[config.mk]
export PLATFORM = sky130hd
export DESIGN_NAME = dispatch_2_service
export DESIGN_NICKNAME = d
export VERILOG_FILES = /design/src/rtl/dispatch_2_service.sv
export SDC_FILE = /design/constraint.sdc
export NUM_CORES = 1
export LEC_CHECK = 0
export BUFFER_PORTS_ARGS = -buffer_cell sky130_fd_sc_hd__buf_2
export CAP_MARGIN = 20
export CORE_MARGIN = 2
export CORE_UTILIZATION = 40
export CTS_BUF_LIST = sky130_fd_sc_hd__clkbuf_4
export DETAILED_ROUTE_END_ITERATION = 8
export GPL_ROUTABILITY_DRIVEN = 0
export HOLD_SLACK_MARGIN = 0.08
export SLEW_MARGIN = 30
export SYNTH_ARGS = -nofsm -noshare
export SYNTH_HDL_FRONTEND = slang
export SYNTH_SLANG_ARGS = --single-unit
[constraint.sdc]
create_clock -name Clk -period 2.4 [get_ports Clk]
set_clock_uncertainty 0.05 [all_clocks]
set_input_delay 0.36 -clock Clk [delete_from_list [all_inputs] [get_ports Clk]]
set_output_delay 0.36 -clock Clk [all_outputs]
set_load 0.005 [all_outputs]
[src/rtl/dispatch_2_service.sv]
// Dispatches one valid/ready stream onto two buffered consumer ports, routing by
// the beat's top bit or by strict round-robin; each port keeps a delivered-beat count.

module dispatch_2_service_port #(
    parameter int DWIDTH = 8,
    parameter int DEPTH  = 4,
    parameter int CNT_W  = 16
) (
    input  logic              Clk,
    input  logic              Rst_n,
    input  logic              push,
    input  logic [DWIDTH-1:0] push_data,
    input  logic              out_ready,
    output logic              full,
    output logic              out_valid,
    output logic [DWIDTH-1:0] out_data,
    output logic [CNT_W-1:0]  cnt
);
    localparam int AW = $clog2(DEPTH);
    localparam logic [AW:0] FULL_OCC = (AW+1)'(DEPTH);

    logic [DWIDTH-1:0] mem [DEPTH];
    logic [AW-1:0]     wr_ptr, rd_ptr;
    logic [AW:0]       occ;
    logic              pop;

    assign full      = (occ == FULL_OCC);
    assign out_valid = (occ != '0);
    assign pop       = out_valid & out_ready;
    // Head is forced to zero when empty so reset and idle present a clean bus.
    assign out_data  = out_valid ? mem[rd_ptr] : '0;

    always_ff @(posedge Clk) begin
        if (push) mem[wr_ptr] <= push_data;
    end

    always_ff @(posedge Clk or negedge Rst_n) begin
        if (!Rst_n) begin
            wr_ptr <= '0;
            rd_ptr <= '0;
            occ    <= '0;
            cnt    <= '0;
        end else begin
            if (push) wr_ptr <= wr_ptr + 1'b1;
            if (pop) begin
                rd_ptr <= rd_ptr + 1'b1;
                cnt    <= cnt + 1'b1;
            end
            case ({push, pop})
                2'b10:   occ <= occ + 1'b1;
                2'b01:   occ <= occ - 1'b1;
                default: occ <= occ;
            endcase
        end
    end
endmodule

module dispatch_2_service #(
    parameter int DWIDTH  = 8,
    parameter int DEPTH   = 4,
    parameter int RR_MODE = 0,
    parameter int CNT_W   = 16
) (
    input  logic              Clk,
    input  logic              Rst_n,
    input  logic [DWIDTH-1:0] in_data,
    input  logic              in_valid,
    output logic              in_ready,
    output logic [DWIDTH-1:0] out_data_0,
    output logic              out_valid_0,
    input  logic              out_ready_0,
    output logic [DWIDTH-1:0] out_data_1,
    output logic              out_valid_1,
    input  logic              out_ready_1,
    output logic [CNT_W-1:0]  cnt_0,
    output logic [CNT_W-1:0]  cnt_1
);
    logic                   run;
    logic                   rr_ptr;
    logic                   tgt;
    logic                   accept;
    logic [1:0]             full, push, valid, ready;
    logic [1:0][DWIDTH-1:0] data;
    logic [1:0][CNT_W-1:0]  cnt;

    // in_ready looks only at registered FIFO state, so a same-cycle pop never frees a slot.
    assign tgt      = (RR_MODE != 0) ? rr_ptr : in_data[DWIDTH-1];
    assign in_ready = run & ~full[tgt];
    assign accept   = in_valid & in_ready;
    assign push[0]  = accept & ~tgt;
    assign push[1]  = accept & tgt;
    assign ready    = {out_ready_1, out_ready_0};

    // run holds in_ready low through reset and releases on the first edge after it.
    always_ff @(posedge Clk or negedge Rst_n) begin
        if (!Rst_n) begin
            run    <= 1'b0;
            rr_ptr <= 1'b0;
        end else begin
            run <= 1'b1;
            if (accept) rr_ptr <= ~rr_ptr;
        end
    end

    for (genvar k = 0; k < 2; k++) begin : g_port
        dispatch_2_service_port #(
            .DWIDTH(DWIDTH),
            .DEPTH (DEPTH),
            .CNT_W (CNT_W)
        ) u_port (
            .Clk      (Clk),
            .Rst_n    (Rst_n),
            .push     (push[k]),
            .push_data(in_data),
            .out_ready(ready[k]),
            .full     (full[k]),
            .out_valid(valid[k]),
            .out_data (data[k]),
            .cnt      (cnt[k])
        );
    end

    assign out_data_0  = data[0];
    assign out_valid_0 = valid[0];
    assign cnt_0       = cnt[0];
    assign out_data_1  = data[1];
    assign out_valid_1 = valid[1];
    assign cnt_1       = cnt[1];
endmodule
==> flow_summary_export.csv <==
group,metric,value,unit
layout,multi_input_area,1540,um^2
cts,clock-sinks,111,
layout,nets,403,
placement,io_buffers,63,
timing,maxSlewViolCount,0,
cts,clockBufferDepth,2,
timing,tns,0,ns
setup_path,start_kind,"register",
logic_synthesis,synthArstFlopShare,42.3,%
timing,period_minus_slack,2.25,ns
detailed_routing,vias_per_cell,4.78,
logic_synthesis,synth-compound-area-share,1.01,%
logic_synthesis,synthTopCellsByCount,"edfxtp_1 (64), dfrtp_1 (47), xnor2_1 (29), nand2_1 (20)",
logic_synthesis,yosys.cell_count.top_type,"edfxtp_1",
setup_path,path_class,"reg2out",
layout,finalNonFillerCells,524,
placement,hpwl,5750,um
logic_synthesis,ys_seq_elements,111,
setup_path,cp.depth,4,
logic_synthesis,synth_top_area_share,40.7,%
timing,timing.final.crit_share,93.7,%
setup_path,crit_arrival,1.84,ns
grt,overflow,0,
logic_synthesis,yosysWarnings,0,
logic_synthesis,syn-mean-instance-area,15.8,um^2
layout,regArea,3100,um^2
detailed_routing,drt-total-wl,8200,um
power,ir_drop,0.000436,V
logic_synthesis,synth_top_family_by_area,"simple AND/OR/NAND/NOR gates",
die,num_rows,39,
logic_synthesis,synth_cell_type_count,36,
layout,n_antenna_cell,0,
logic_synthesis,synth.mux.area_fraction,8.30,%
die,ioPinCount,64,
logic_synthesis,synthFlopType,"edfxtp_1",
cts,cts_tree,"built",
detailed_routing,drt_iter0_markers,114,
timing,finalSetupViolCount,0,
cts,cts_max_level,3,
cts,clk_pin_slew,0.16,ns
layout,fill_cells,993,
grt,grt_max_degree,22,
power,powerDensity,992,nW/um^2
logic_synthesis,syn-num-nets,326,
logic_synthesis,synthCells,299,
die,core,11500,um^2
min_path,hp-class,"in2reg",
setup_path,max_stage_delay,0.51,ns
detailed_routing,dr.pass1.iters,4,
timing,rsz0062_at_grt,"false",
logic_synthesis,ys_seq_area_share,65.6,%
timing,timing.fmax,445,MHz
setup_path,rr_worst_depth,10,
timing,hold_viol_final,0,
logic_synthesis,synthSimpleGateAreaFrac,11.4,%
die,die_w,113,um
timing,whs,0.136,ns
grt,grt_first_pass_wirelength,13400,um
power,p_leak,2.22,nW
min_path,hold_depth,1,
outcome,outcome,"finished, final reports clean",
grt,grt_pass1_vias,2612,
grt,grt_usage,13.7,%
die,dieHeight,113,um
setup_path,critPathCaptureType,"primary output",
die,start_util,41.2,%
logic_synthesis,synth_xor_area_share,7.79,%
detailed_routing,via_count,2507,
setup_path,slowest_stage,"mux4_2",
setup_path,crit_chain,"buf_4 > mux4_2 > and2_1 > buf_2",
cts,cts_root_buf,"clkbuf_4",
layout,drive_gt1_share,31.0,%
setup_path,cp_num_buf_inv,2,
placement,pre_cts_ws,0.171,ns
setup_path,path_delay_family,"multiplexers",
flow_run,max-cap-violations,0,
detailed_routing,ant_nets,0,
logic_synthesis,synth.largest_area_cell,"edfxtp_1",
setup_path,worst-path-max-fanout,10,
logic_synthesis,synthAdderAreaFrac,4.03,%
detailed_routing,post_drt_wl_per_cell,15.6,um
die,die_area,12700,um^2
grt,grt_antenna_before_repair,0,
logic_synthesis,synth_area,4720,um^2
logic_synthesis,ys_top_cells_by_area,"edfxtp_1 (41%), dfrtp_1 (25%), mux4_2 (7.6%)",
timing,fin_ws,0.151,ns
detailed_routing,drc,0,
setup_path,required,1.99,ns
logic_synthesis,synth_edf_count,64,
placement,placed_cells,505,
cts,numCtsBuffers,9,
layout,syn_to_final_growth,14.9,%
cts,clk_latency,0.45,ns
-- layout by cell type, fill, tap and decap left out, types with 2 or more instances in the layout --
cell,synthesis,routed
nor2_1,5,5
nand4_1,6,6
buf_2,3,63
dfrtp_1,47,45
and4_1,3,2
inv_1,14,14
inv_2,2,2
xnor2_1,29,29
nor3_2,2,2
and2_1,16,16
nand2_1,20,20
nand3_1,10,10
bufinv_16,0,2
edfxtp_1,64,64
xor2_1,13,13
nor4_2,2,2
clkbuf_4,0,11
ha_1,12,12
dfrtp_2,0,2
fa_1,2,2
mux4_2,16,16
nor3_1,4,4
and3_1,3,3
buf_4,0,7
nor2b_1,9,9
mux2i_1,2,2
-- layout make-up --
type,count,share of cell area (%)
Clock buffer,11,1.52
Multi-Input combinational cell,167,28.4
Timing Repair Buffer,71,6.97
Inverter,16,1.11
Sequential cell,111,57.2
Tap cell,143,3.30
Clock inverter,5,1.50
-- cell families (layout without fill, tap and decap cells) --
family | count (synthesis) | count (layout)
buffers and inverters | 21 | 103
DFF | 111 | 111
AOI/OAI and AO/OA | 4 | 4
and+or+nand+nor | 87 | 87
xor gates and xnor gates | 42 | 42
other | 1 | 1
muxes | 19 | 19
adders and majority gates | 14 | 14
-- final timing paths --
path	from	to	slack (ns)
max in group asynchronous	Rst_n	g_port[0].u_port.cnt[9]	1.36
min	in_data[3]	g_port[0].u_port.mem[0][3]	0.14
min reg2reg	g_port[0].u_port.cnt[15]	g_port[0].u_port.cnt[15]	0.42
max reg2reg	g_port[0].u_port.occ[0]	g_port[0].u_port.occ[2]	0.20
min in group asynchronous	Rst_n	g_port[0].u_port.cnt[0]	0.36
max	g_port[0].u_port.rd_ptr[0]	out_data_0[6]	0.15
-- state kept, by name, summed over array words and instances (netlist names) --
| signal | flops |
|---|---|
| g_port.u_port.mem | 64 |
| g_port.u_port.cnt | 32 |
| g_port.u_port.occ | 6 |
| g_port.u_port.rd_ptr | 4 |
| g_port.u_port.wr_ptr | 4 |
| run | 1 |
-- layer usage --
layer	part of all wire (%)	up-vias	global-route usage (%)
li1	-	1221	-
met1	47	1241	18.5
met4	1.1	0	4.88
met2	48	36	21.7
met5	0	-	0
met3	3.6	9	3.35
-- worst reg2reg max path: stages (launching register included) --
cell and delay (ns):
dfrtp_1 0.48, nor3_4 0.33, inv_2 0.17, nand2_2 0.18
inv_2 0.08, ha_1 0.22, inv_1 0.07, fa_1 0.17
xor2_1 0.15, nor2_1 0.07, xor2_1 0.14
-- through the flow --
step                      utilization (%)  area [um^2]  power [mW]
after floorplan                         -         4720        3.76
after global placement               45.6         5230        4.34
after detailed placement             45.6         5230        4.39
after CTS                            47.1         5400        5.43
after global routing                 47.3         5420        5.75
final                                47.3         5420        5.38
-- where the power goes --
part	internal, mW	total [mW]	switching, mW
registers	2.31	2.67	0.355
logic	0.893	1.67	0.777
clock network	0.448	1.04	0.591
total	3.65	5.38	1.72
-- what timing repair did --
item,in CTS,in global routing
endpoints found under the hold margin,19,0
hold buffers,1,0
resized for setup,0,3
setup buffers,0,2
endpoints found under the setup margin,0,1
(Power assumes the default switching activity.)
